<file path="config.mk">
export PLATFORM = sky130hd
export DESIGN_NAME = vram_arbiter
export DESIGN_NICKNAME = d
export VERILOG_FILES = /design/src/rtl/vram_arbiter_pkg.sv /design/src/rtl/vram_arbiter_clear_seq.sv /design/src/rtl/vram_arbiter.sv
export SDC_FILE = /design/constraint.sdc
export NUM_CORES = 1
export LEC_CHECK = 0
export CORE_MARGIN = 8
export CORE_UTILIZATION = 50
export CTS_CLUSTER_DIAMETER = 80
export DETAILED_ROUTE_END_ITERATION = 6
export PLACE_DENSITY = 0.89
export SLEW_MARGIN = 20
export SYNTH_ARGS = -nofsm -noshare
export SYNTH_HDL_FRONTEND = slang
export SYNTH_SLANG_ARGS = --single-unit
</file>
<file path="constraint.sdc">
create_clock -name clk -period 3.5 [get_ports clk]
set_clock_uncertainty 0.05 [all_clocks]
set_input_delay 0.875 -clock clk [delete_from_list [all_inputs] [get_ports clk]]
set_output_delay 0.875 -clock clk [all_outputs]
set_load 0.02 [all_outputs]
</file>
<file path="src/rtl/vram_arbiter_pkg.sv">
// Shared framebuffer geometry, clear-FSM state encodings and arbiter grant type
// for the vram arbiter slice.
package vram_arbiter_pkg;

    localparam int FB_W        = 128;
    localparam int FB_H        = 96;
    localparam int VRAM_DEPTH  = FB_W * FB_H;
    localparam int VRAM_ADDR_W = 14;
    localparam int RGB_W       = 3;

    typedef logic [RGB_W-1:0] rgb_t;

    localparam logic [0:0] ST_IDLE  = 1'b0;
    localparam logic [0:0] ST_CLEAR = 1'b1;

    typedef enum logic [1:0] {
        GNT_NONE,
        GNT_READ,
        GNT_CLEAR,
        GNT_WRITE
    } gnt_e;

    function automatic logic addr_in_range(input int unsigned addr, input int unsigned depth);
        return addr < depth;
    endfunction

endpackage

</file>
<file path="src/rtl/vram_arbiter_clear_seq.sv">
// Clear-screen sequencer: walks the whole framebuffer once per start, issuing a
// write in every cycle the arbiter reports the vram slot as free.
module vram_clear_seq
    import vram_arbiter_pkg::*;
#(
    parameter int ADDR_W   = VRAM_ADDR_W,
    parameter int FB_DEPTH = VRAM_DEPTH
) (
    input  logic              clk,
    input  logic              reset,
    input  logic              start_i,
    input  rgb_t              rgb_i,
    input  logic              slot_free_i,
    output logic              busy_o,
    output logic              done_o,
    output logic              wr_o,
    output logic [ADDR_W-1:0] addr_o,
    output rgb_t              rgb_o
);

    localparam logic [ADDR_W-1:0] LAST_ADDR = ADDR_W'(FB_DEPTH - 1);

    logic [0:0]        state_q, state_d;
    logic [ADDR_W-1:0] cnt_q, cnt_d;
    rgb_t              rgb_q, rgb_d;
    logic              done_q, done_d;
    logic              wr;

    always_comb begin
        state_d = state_q;
        cnt_d   = cnt_q;
        rgb_d   = rgb_q;
        done_d  = 1'b0;
        wr      = 1'b0;
        case (state_q)
            ST_IDLE: begin
                if (start_i) begin
                    state_d = ST_CLEAR;
                    cnt_d   = '0;
                    rgb_d   = rgb_i;
                end
            end
            ST_CLEAR: begin
                if (slot_free_i) begin
                    wr = 1'b1;
                    // Terminal compare on the last valid word keeps the counter from wrapping.
                    if (cnt_q == LAST_ADDR) begin
                        state_d = ST_IDLE;
                        done_d  = 1'b1;
                    end else begin
                        cnt_d = cnt_q + ADDR_W'(1);
                    end
                end
            end
            default: state_d = ST_IDLE;
        endcase
    end

    always_ff @(posedge clk or posedge reset) begin
        if (reset) begin
            state_q <= ST_IDLE;
            cnt_q   <= '0;
            rgb_q   <= '0;
            done_q  <= 1'b0;
        end else begin
            state_q <= state_d;
            cnt_q   <= cnt_d;
            rgb_q   <= rgb_d;
            done_q  <= done_d;
        end
    end

    assign busy_o = (state_q == ST_CLEAR);
    assign done_o = done_q;
    assign wr_o   = wr;
    assign addr_o = cnt_q;
    assign rgb_o  = rgb_q;

endmodule

</file>
<file path="src/rtl/vram_arbiter.sv">
// Single-port vram arbiter: scanout reads beat the clear engine, which beats the
// pixel writer. Every vram port signal comes straight from a register.
module vram_arbiter
    import vram_arbiter_pkg::*;
#(
    parameter int ADDR_W   = VRAM_ADDR_W,
    parameter int FB_DEPTH = VRAM_DEPTH
) (
    input  logic              clk,
    input  logic              reset,
    input  logic              rd_req,
    input  logic [ADDR_W-1:0] rd_addr,
    output logic              rd_valid,
    output logic [2:0]        rd_rgb,
    input  logic              wr_req,
    input  logic [ADDR_W-1:0] wr_addr,
    input  logic [2:0]        wr_rgb,
    output logic              wr_ack,
    output logic              wr_err,
    input  logic              clr_start,
    input  logic [2:0]        clr_rgb,
    output logic              clr_busy,
    output logic              clr_done,
    output logic [ADDR_W-1:0] ADDRA,
    output logic              DIA_R,
    output logic              DIA_G,
    output logic              DIA_B,
    output logic              WEA,
    output logic              ENA,
    output logic              SSRA,
    input  logic              DOA_R,
    input  logic              DOA_G,
    input  logic              DOA_B
);

    logic              clr_wr;
    logic [ADDR_W-1:0] clr_addr;
    rgb_t              clr_fill;
    logic              wr_in_range;
    gnt_e              gnt;

    logic [ADDR_W-1:0] addra_q, addra_d;
    rgb_t              dia_q, dia_d;
    logic              wea_q, wea_d;
    logic              ena_q, ena_d;
    logic              wr_ack_q, wr_ack_d;
    logic              wr_err_q, wr_err_d;
    logic              rd_vld_p0_q, rd_vld_p1_q, rd_vld_p2_q;
    rgb_t              rd_rgb_q;

    vram_clear_seq #(
        .ADDR_W   (ADDR_W),
        .FB_DEPTH (FB_DEPTH)
    ) u_clear_seq (
        .clk         (clk),
        .reset       (reset),
        .start_i     (clr_start),
        .rgb_i       (clr_rgb),
        .slot_free_i (!rd_req),
        .busy_o      (clr_busy),
        .done_o      (clr_done),
        .wr_o        (clr_wr),
        .addr_o      (clr_addr),
        .rgb_o       (clr_fill)
    );

    assign wr_in_range = addr_in_range(32'(wr_addr), FB_DEPTH);

    // The writer also yields to a clr_start arriving in IDLE, and skips the cycle
    // right after its own ack so a held request is not accepted twice.
    always_comb begin
        gnt = GNT_NONE;
        if (rd_req) begin
            gnt = GNT_READ;
        end else if (clr_wr) begin
            gnt = GNT_CLEAR;
        end else if (wr_req && !clr_busy && !clr_start && !wr_ack_q) begin
            gnt = GNT_WRITE;
        end
    end

    always_comb begin
        addra_d  = addra_q;
        dia_d    = dia_q;
        wea_d    = 1'b0;
        ena_d    = 1'b0;
        wr_ack_d = 1'b0;
        wr_err_d = 1'b0;
        case (gnt)
            GNT_READ: begin
                addra_d = rd_addr;
                ena_d   = 1'b1;
            end
            GNT_CLEAR: begin
                addra_d = clr_addr;
                dia_d   = clr_fill;
                wea_d   = 1'b1;
                ena_d   = 1'b1;
            end
            GNT_WRITE: begin
                wr_ack_d = 1'b1;
                wr_err_d = !wr_in_range;
                if (wr_in_range) begin
                    addra_d = wr_addr;
                    dia_d   = wr_rgb;
                    wea_d   = 1'b1;
                    ena_d   = 1'b1;
                end
            end
            default: ;
        endcase
    end

    always_ff @(posedge clk or posedge reset) begin
        if (reset) begin
            addra_q     <= '0;
            dia_q       <= '0;
            wea_q       <= 1'b0;
            ena_q       <= 1'b0;
            wr_ack_q    <= 1'b0;
            wr_err_q    <= 1'b0;
            rd_vld_p0_q <= 1'b0;
            rd_vld_p1_q <= 1'b0;
            rd_vld_p2_q <= 1'b0;
            rd_rgb_q    <= '0;
        end else begin
            // p0: port driven
            addra_q     <= addra_d;
            dia_q       <= dia_d;
            wea_q       <= wea_d;
            ena_q       <= ena_d;
            wr_ack_q    <= wr_ack_d;
            wr_err_q    <= wr_err_d;
            rd_vld_p0_q <= (gnt == GNT_READ);
            // p1: vram has sampled the address
            rd_vld_p1_q <= rd_vld_p0_q;
            // p2: read data captured from DOA
            rd_vld_p2_q <= rd_vld_p1_q;
            if (rd_vld_p1_q) begin
                rd_rgb_q <= {DOA_R, DOA_G, DOA_B};
            end
        end
    end

    assign ADDRA    = addra_q;
    assign DIA_R    = dia_q[2];
    assign DIA_G    = dia_q[1];
    assign DIA_B    = dia_q[0];
    assign WEA      = wea_q;
    assign ENA      = ena_q;
    assign SSRA     = 1'b0;
    assign wr_ack   = wr_ack_q;
    assign wr_err   = wr_err_q;
    assign rd_valid = rd_vld_p2_q;
    assign rd_rgb   = rd_rgb_q;

endmodule

</file>
# After elaboration in Yosys (flattened, before gate mapping)

Index checks and enable logic that the tools add are counted.

Register bits: 46
Input bits: 42
Output and inout bits: 28

Add/subtract/negate cells: 1
$lt $le $gt $ge: 1
Equality and inequality tests: 8
Multiplexer cells: 25
Bitwise gates (word level): 1
Reduce and logical (&&, ||, !) cells: 14

Operators by type and width:

| cell                                                | number |
|---|---|
| two-way mux 14 bit                                  | 4 |
| one-hot mux 14 bit (3 select lines)                 | 1 |
| one-hot mux 14 bit (2 select lines)                 | 1 |
| adder 14 x 1 -> 14 bit, second input constant       | 1 |
| equality test 14 bit, second input constant         | 1 |
| less-than comparator 14 bit, second input constant  | 1 |
| two-way mux 1 bit                                   | 11 |
| inequality test 2 bit, second input constant        | 4 |
| two-way mux 2 bit                                   | 3 |
| one-hot mux 1 bit (2 select lines)                  | 3 |
| one-hot mux 3 bit (2 select lines)                  | 1 |
| AND reduction 2 bit                                 | 3 |
| equality test 2 bit, second input constant          | 2 |
| logical NOT 1 bit                                   | 4 |
| logical AND 1 bit                                   | 3 |
| two-way mux 3 bit                                   | 1 |
| AND reduction 3 bit                                 | 1 |
| nonzero test 3 bit                                  | 1 |
| equality test 2 x 1 -> 1 bit, second input constant | 1 |
| nonzero test 2 bit                                  | 1 |
| OR reduction 2 bit                                  | 1 |
| NOT 1 bit                                           | 1 |

# Depth between registers and ports, before layout

Gate-level depths: netlist of run 1.

Depth after elaboration: 10
Mapped depth: 6

# Modules after synthesis

A second synthesis of run 1 with hierarchy kept.

Cells, all modules: 229
Area total of the unflattened synthesis: 2292.2 um2

Modules (own cells, without submodules):

| module         | times used | cells each | area an instance (um2) |
|---|---|---|---|
| vram_arbiter   | 1          | 132        | 1301.2 |
| vram_clear_seq | 1          | 97         | 991.0 |

# Worst setup path before layout of run 1

Ideal clock, no wire load.

Path kind: input -> register
Start point: in rd_req
End point: reg u_clear_seq.cnt_q[13] (netlist: u_clear_seq.addr_o[13])
Arrival time: 2.140 ns
Data required time: 3.372 ns
Setup slack: 1.232 ns
Cell stages on the path: 5
Buffers on the path: 1
Cell sequence: buf_6 nand2b_4 or4_4 or3_1 a21oi_1

Cells in the longest elaborated chain, start to end: 2

Ends and longest elaborated chain:

| element                                | line                         | RTL |
|---|---|---|
| start: declaration                     | vram_arbiter.sv:11           | `input logic rd_req,` |
| inequality test 2 bit (no source line) | -                            |  |
| AND reduction 3 bit (no source line)   | -                            |  |
| end signal: assignment                 | vram_arbiter_clear_seq.sv:67 | `cnt_q <= cnt_d;` |
| end: declaration                       | vram_arbiter_clear_seq.sv:24 | `logic [ADDR_W-1:0] cnt_q, cnt_d;` |

Every way passes these cells.
A chain may end at the register's enable or synchronous reset.

# Worst setup path in the final report of run 1

Start point: reg u_clear_seq.state_q (netlist: u_clear_seq.busy_o)
End point: out clr_busy

RTL lines:

| element                  | line                         | RTL |
|---|---|---|
| start: declaration       | vram_arbiter_clear_seq.sv:23 | `logic [0:0] state_q, state_d;` |
| start signal: assignment | vram_arbiter_clear_seq.sv:66 | `state_q <= state_d;` |
| end: declaration         | vram_arbiter.sv:22           | `output logic clr_busy,` |

No word-level cell between the ends.

==> flow_summary.toml, run 1 <==
[finish]
antenna_cells = 0
finalNonFillerCells = 335
final-seq-area_mm2 = 0.00115
nets = 326
nFillCells = 318
multiInputGateArea_um2 = 950
fin_util_pct = 70.1
post-route-cell-area_mm2 = 0.00303
syn2layout_area_growth_pct = 36.4
drive_above_1_share_pct = 9.54

[setup_path]
cp_slowest_cell = "clkdlybuf4s50_1"
cp.required_ns = 2.57
rrSetupSlack_ns = 1.58
reg2reg_depth = 4
worst-path-buf-inv = 1
setup.worst_path.end = "clr_busy"
critical_path_depth = 1
r2r_start = "u_clear_seq.busy_o"
critPathLaunch = "u_clear_seq.busy_o"
critPathMaxStageDelay_ns = 0.69
crit_fanout = 12
cp-start-kind = "flop"
cp.arrival_ns = 1.59
timing.rr.end = "u_clear_seq.addr_o[13]"
end_kind = "output port"
path_delay_family = "buffers and inverters"
worstSetupPathType = "reg2out"
path_cells = "clkdlybuf4s50_1"

[job]
drv_cap = 0

[synth]
synthTopCellsByArea = "dfrtp_1, mux2i_1, mux2_2"
synth_ff_type = "dfrtp_1"
ys_warn_count = 0
ys_seq_area_share_pct = 51.8
ys_types = 43
synth_edf_count = 0
synth_common_cells = "dfrtp_1, nand2_1, inv_1, mux2i_1, nor2_1"
syn_avg_cell_area_um2 = 10.4
syn-num-nets = 257
yosysMostFrequentCell = "dfrtp_1"
synth.largest_area_cell = "dfrtp_1"
netlist.area_leader.share_pct = 51.8
async_reset_ff_share_pct = 100
syn_inst = 214
netlist_area_mm2 = 0.00222
synth-seq-cells = 46

[sta]
timing.fmax_ghz = 0.397
hold_violations = 0
drv_slew = 0
tns_ns = 0
final.min_clock_period_ns = 2.52
hold_ws_ns = 0.309
worst_slack_ns = 0.980
rsz0062_at_grt = "no"
worst_pin_slew_ns = 0.651
final-setup-viol-count = 0
slew-limit-headroom_pct = 56.5
fin_crit_sh_pct = 72.0

[cts]
cts_tree = "built"
clock-sinks = 46
clk_pin_slew_ns = 0.08
insertion_delay_ns = 0.30
post_cts_resized = 0
cts_buffers = 5
cts_buffer_depth = 2
hold_buffers = 0
post_cts.repair.setup_buffers = 0
cts_max_level = 2
cts_root_buf = "clkbuf_8"

[global_route]
grt_pass1_vias = 2020
grt_overflow = 0
grt_pass1_wl_mm = 9.67
grt_start_max_net_pins = 30
track_usage_pct = 18.3
antenna_found_initial = 0

[power]
leakage_nw = 1.37
vdd_drop_max_uv = 268
powerDensity_mw_per_mm2 = 464
p_total_mw = 1.41

[place]
place_area_mm2 = 0.00295
port_buffers = 68
place_inst = 328
place_hpwl_mm = 4.43
place_congestion = 0.916
pre_cts_slack_ns = 0.770

[route]
wire_per_inst_um = 17.5
viasPerCell = 5.70
drc_errors = 0
first_pass_iters = 4
postRouteAntennaNets = 0
drtIter0Drc = 104
via_count = 1911
drt_wl_total_mm = 5.85

[floorplanning]
io_pins = 70
die_h_um = 82.7
fp-row-count = 24
initial_utilization_pct = 51.4
die-area_mm2 = 0.00684
core_area_mm2 = 0.00432
die_w_um = 82.7

[worst_hold_path]
hp-class = "reg2reg"

[outcome]
status = "complete, no violations"
[power breakdown]
part           total [mW]  internal, mW  switching, mW
Clock               0.312         0.137          0.175
Combinational       0.391         0.200          0.191
Sequential          0.705         0.613         0.0913
[registers in the layout (all words and copies together), names as in the netlist]
name                count
rd_vld_p1_q             1
rd_rgb                  3
WEA                     1
u_clear_seq.done_o      1
dia_q                   3
u_clear_seq.rgb_o       3
wr_err                  1
ADDRA                  14
ENA                     1
u_clear_seq.addr_o     14
u_clear_seq.busy_o      1
rd_valid                1
rd_vld_p0_q             1
wr_ack                  1
[cell type report]
class	instances	share of cell area, %
clock buffer	6	2.39
clock inverter	1	0.248
inverter	16	1.98
multi-input combinational	140	31.3
sequential	46	38.0
tap	52	2.15
timing repair buffer	74	23.9
[worst min path at each step]
stage                      from           to  cells after the start
floorplan           rd_vld_p0_q  rd_vld_p1_q                      0
global placement    rd_vld_p0_q  rd_vld_p1_q                      0
detailed placement  rd_vld_p0_q  rd_vld_p1_q                      0
CTS                 rd_vld_p0_q  rd_vld_p1_q                      0
global route        rd_vld_p0_q  rd_vld_p1_q                      0
finish              rd_vld_p0_q  rd_vld_p1_q                      0
[cells by family (layout without fill, tap and decap cells)]
family	Yosys count	after routing	synth area share, %
fa+ha+maj	1	1	0.563
simple gates	73	73	17.8
buf+inv	28	97	5.52
mux	24	24	11.3
other cells	1	1	0.169
flops	46	46	51.8
compound gates	38	38	11.6
xor+xnor	3	3	1.18
[cell usage in the layout (no fill, tap or decap), types with 2 or more instances in the layout]
master / netlist / layout
clkdlybuf4s50_1: 0 / 68
dfrtp_1: 46 / 46
nand2_1: 22 / 22
inv_1: 16 / 15
mux2i_1: 15 / 15
nor2_1: 15 / 15
nor3_1: 11 / 11
a21oi_1: 11 / 11
a221oi_1: 9 / 9
mux2_2: 9 / 9
buf_4: 2 / 6
o21ai_0: 5 / 5
clkbuf_8: 0 / 5
o22ai_1: 3 / 3
nor4_1: 3 / 3
xnor2_1: 3 / 3
or3_1: 3 / 3
nand3_1: 2 / 2
nand4_1: 2 / 2
o31ai_1: 2 / 2
or4_1: 2 / 2
nor4b_1: 2 / 2
a2bb2oi_1: 2 / 2
[metal layers]
| metal | global-route usage [%] | vias up | share of wire (%) |
|---|---|---|---|
| met5 | 0 | - | 0 |
| met4 | 5.86 | 0 | 0.94 |
| met3 | 4.98 | 5 | 8.8 |
| met2 | 31.3 | 73 | 50 |
| met1 | 21.7 | 925 | 40 |
| li1 | - | 908 | - |
Note: power is estimated with default switching activity, not from simulation.
==> run 2: changes to the inputs <==
Settings changed: CORE_UTILIZATION 50 to 46, PLACE_DENSITY 0.89 to 0.83.
Clock period 3.5 ns to 2.4 ns, I/O delays scaled along.
==> run 2 against run 1 <==
Net effect:
- first-iteration DRC count down 18%
- total power grew 50%
- clock power is 60% higher
- combinational power is 51% higher
- cell area rose by 3.2%
- critical path type unchanged
- highest routed layer unchanged
==> flow_summary.toml, run 2 (synthesized netlist as in run 1, its figures left out) <==
[place]
place_congestion = 0.953
port_buffers = 68
place_area_mm2 = 0.00303
pre_cts_slack_ns = -0.0139
place_hpwl_mm = 4.33

[floorplanning]
initial_utilization_pct = 47.4
fp-row-count = 25
die-area_mm2 = 0.00731
die_w_um = 85.5
core_area_mm2 = 0.00469
die_h_um = 85.5
io_pins = 70

[sta]
rsz0062_at_grt = "no"
worst_pin_slew_ns = 0.573
tns_ns = 0
final-setup-viol-count = 0
fin_crit_sh_pct = 93.6
final.min_clock_period_ns = 2.25
drv_slew = 0
slew-limit-headroom_pct = 60.8
timing.fmax_ghz = 0.445
worst_slack_ns = 0.155
hold_violations = 0

[worst_hold_path]
whs_path_depth = 0
hp-class = "reg2reg"

[cts]
insertion_delay_ns = 0.30
cts_buffers = 5
clock-sinks = 46
post_cts_resized = 0
clk_pin_slew_ns = 0.09
cts_root_buf = "clkbuf_8"
cts_max_level = 2
cts_buffer_depth = 2
post_cts.repair.setup_buffers = 0
hold_buffers = 0
cts_tree = "built"

[setup_path]
worstSetupPathType = "reg2out"
cp.arrival_ns = 1.60
cp-start-kind = "flop"
end_kind = "output port"
cp_slowest_cell = "clkdlybuf4s50_1"
path_delay_family = "buffers and inverters"
crit_fanout = 12
critical_path_depth = 1
reg2reg_depth = 4
path_cells = "clkdlybuf4s50_1"
critPathMaxStageDelay_ns = 0.70
worst-path-buf-inv = 1
cp.required_ns = 1.75

[route]
drt_wl_total_mm = 5.77
drtIter0Drc = 85
wire_per_inst_um = 16.6
drc_errors = 0
first_pass_iters = 5
via_count = 1916
postRouteAntennaNets = 0
viasPerCell = 5.52

[finish]
drive_above_1_share_pct = 13.0
final_cell_mix = "clkdlybuf4s50_1, dfrtp_1, nand2_1"
syn2layout_area_growth_pct = 40.7
layout_commonest_cell = "clkdlybuf4s50_1"
nets = 335
fin_util_pct = 66.7
post-route-cell-area_mm2 = 0.00313
antenna_cells = 0

[power]
powerDensity_mw_per_mm2 = 675
p_total_mw = 2.11
leakage_nw = 1.42
vdd_drop_max_uv = 357

[global_route]
grt_overflow = 0
antenna_found_initial = 0
grt_start_max_net_pins = 47
grt_pass1_vias = 1922
grt_pass1_wl_mm = 9.47
track_usage_pct = 16.1

[outcome]
status = "complete, no violations"

[job]
drv_cap = 0
## run 2: worst paths after layout
path	end	slack, ns	from
worst min-delay path	rd_vld_p1_q	0.31	rd_vld_p0_q
max in group asynchronous	ADDRA[9]	1.50	reset
worst max register to register	u_clear_seq.addr_o[13]	0.53	u_clear_seq.busy_o
worst max-delay path	clr_busy	0.15	u_clear_seq.busy_o
worst min register to register	rd_vld_p1_q	0.31	rd_vld_p0_q
min in group asynchronous	rd_rgb[1]	0.59	reset
## run 2: per-stage QoR
step,hold WS (ns),instances
finish,0.315,347
CTS,0.318,347
floorplan,0.281,214
global route,0.335,347
global placement,0.295,339
detailed placement,0.296,339
## run 2: final cells by class
| type | instances | area (um2) |
|---|---|---|
| Sequential cell | 46 | 1150 |
| Fill cell | 337 | 1560 |
| Clock inverter | 2 | 12.5 |
| Clock buffer | 6 | 82.6 |
| Multi-Input combinational cell | 140 | 950 |
| Timing Repair Buffer | 83 | 806 |
| Inverter | 16 | 60.1 |
| Tap cell | 54 | 67.6 |
## run 2: power by group
| part | internal (mW) | switching [mW] | leakage, nW |
|---|---|---|---|
| combinational | 0.310 | 0.280 | 0.813 |
| clock | 0.232 | 0.267 | 0.0472 |
| sequential | 0.894 | 0.129 | 0.564 |
| total | 1.44 | 0.676 | 1.42 |
## run 2: per-layer routing
metal / up-vias / global-route usage (%) / share of wire [%] / wire length [um]
li1: 922 / - / - / -
met1: 925 / 19.5 / 44 / 2550
met2: 59 / 26.6 / 47 / 2740
met3: 10 / 4.58 / 6.3 / 361
met4: 0 / 5.41 / 2.1 / 122
met5: - / 0 / 0 / 0
==> run 3: changes to the inputs <==
Settings changed: GPL_TIMING_DRIVEN set to 0.
==> run 3 against run 2 <==
Net effect:
- maximum frequency down 1.6%
- critical path type is now in2reg
- sequential power about the same
- sequential share of layout area up 0.60 points
- combinational power down 3%
- global-route usage down 0.21 points
- non-clock buffer count down 3
- wire length down 3.6%
- critical endpoint is now dia_q[1]
- via count down 3.4%
- largest power group unchanged
- total power down 1.2%
- die area unchanged
==> flow_summary.toml, run 3 (synthesized netlist as in run 1, its figures left out) <==
[cts]
cts_max_level = 2
post_cts.repair.setup_buffers = 0
clock-sinks = 46
insertion_delay_ns = 0.30
cts_tree = "built"
cts_buffer_depth = 2
clk_pin_slew_ns = 0.09
cts_buffers = 5
hold_buffers = 0
cts_root_buf = "clkbuf_8"

[setup_path]
cp.required_ns = 2.54
rrSetupSlack_ns = 0.46
cp.arrival_ns = 2.42
path_delay_family = "simple AND/OR/NAND/NOR gates"
critPathMaxStageDelay_ns = 0.49
r2r_start = "u_clear_seq.addr_o[0]"
worst-path-buf-inv = 1
timing.rr.end = "u_clear_seq.addr_o[8]"
worstSetupPathType = "in2reg"
path_cells = "clkdlybuf4s50_1, nor3b_1, nand2_2, a21oi_1, mux2_2"
crit_fanout = 6
end_kind = "flop"
cp-start-kind = "input port"
reg2reg_depth = 5
cp_slowest_cell = "clkdlybuf4s50_1"

[global_route]
grt_start_max_net_pins = 31
antenna_found_initial = 0
grt_pass1_wl_mm = 9.32
grt_pass1_vias = 1835
grt_overflow = 0
track_usage_pct = 15.8

[sta]
slew-limit-headroom_pct = 56.4
fin_crit_sh_pct = 95.0
rsz0062_at_grt = "no"
hold_ws_ns = 0.305
worst_pin_slew_ns = 0.638
drv_slew = 0
worst_slack_ns = 0.119
final.min_clock_period_ns = 2.28
timing.fmax_ghz = 0.438
final-setup-viol-count = 0
hold_violations = 0

[worst_hold_path]
whs_path_depth = 0
min_delay_worst_endpoint = "rd_vld_p1_q"
hold_start = "rd_vld_p0_q"
hp-class = "reg2reg"

[power]
p_total_mw = 2.09
powerDensity_mw_per_mm2 = 678
vdd_drop_max_uv = 277
leakage_nw = 1.39

[finish]
layout_commonest_cell = "clkdlybuf4s50_1"
nets = 332
antenna_cells = 0
syn2layout_area_growth_pct = 38.5
nFillCells = 367
final_cell_mix = "clkdlybuf4s50_1, dfrtp_1, nand2_1"
drive_above_1_share_pct = 10.3

[route]
drt_wl_total_mm = 5.57
first_pass_iters = 4
wire_per_inst_um = 16.2
postRouteAntennaNets = 0
drc_errors = 0
via_count = 1851
viasPerCell = 5.38
drtIter0Drc = 78

[floorplanning]
die_w_um = 85.5
initial_utilization_pct = 47.4
core_area_mm2 = 0.00469
die-area_mm2 = 0.00731
fp-row-count = 25
die_h_um = 85.5
io_pins = 70

[place]
place_congestion = 0.843
port_buffers = 67
place_hpwl_mm = 4.31
pre_cts_slack_ns = -0.221

[outcome]
status = "complete, no violations"

[job]
drv_cap = 0
==> run 3: cell types whose count changed in the layout (fill, tap and decap cells not counted) <==
cell             previous run  this run
clkdlybuf4s50_1            68        67
nand2_1                    22        21
buf_2                       0         2
buf_6                       0         1
nand2_2                     0         1
buf_4                      14         2
clkbuf_1                    0         7
==> run 3: worst max-delay path by stage <==
stage | from | end | cells past startpoint
after global placement | reset | u_clear_seq.addr_o[10] | 2
after global routing | clr_start | dia_q[2] | 5
after detailed placement | clr_start | dia_q[1] | 5
final | clr_start | dia_q[1] | 5
after CTS | clr_start | dia_q[1] | 5
after floorplan | rd_req | u_clear_seq.addr_o[13] | 5
==> run 3: worst register-to-register path, delay by kind of cell (launching register included) <==
kind | cells | cell delay [ns]
DFF | 1 | 0.43
AOI/OAI and AO/OA | 1 | 0.63
xor gates and xnor gates | 1 | 0.19
adders and majority gates | 1 | 0.24
and+or+nand+nor | 2 | 0.28
==> run 3: what timing repair did <==
item / in CTS / in global routing
endpoints found under the setup margin: 0 / 4
endpoints found under the hold margin: 0 / 0
resized for setup: 0 / 1
==> run 3: layer usage <==
metal | vias up | share of wire [%] | GRT usage (%)
met5 | - | 0 | 0
met4 | 0 | 1.2 | 5.10
met3 | 7 | 6.3 | 3.92
met2 | 56 | 48 | 25.5
met1 | 868 | 45 | 20.4
li1 | 920 | - | -
==> run 3: layout make-up <==
type                       count  area, um2  area share (%)
buffer                        12       62.6            2.03
clock buffer                   6       82.6            2.68
clock inverter                 2       12.5           0.406
inverter                      16       60.1            1.95
multi-input combinational    140        952            30.9
sequential                    46       1150            37.4
tap                           54       67.6            2.19
timing repair buffer          68        691            22.4
==> run 3: stage by stage <==
step	instances	utilization (%)	TNS (ns)	area [um2]
2_1_floorplan	214	-	0	2220
4_1_cts	344	65.6	0	3080
6_report	344	65.6	0	3080
5_1_grt	344	65.6	0	3080
3_3_place_gp	335	63.1	-10.35	2960
3_5_place_dp	336	63.5	-1.24	2980
==> run 3: power by group <==
part	switching (mW)	internal [mW]	total (mW)
logic	0.276	0.295	0.571
registers	0.123	0.894	1.02
clock network	0.268	0.232	0.499
total	0.666	1.42	2.09
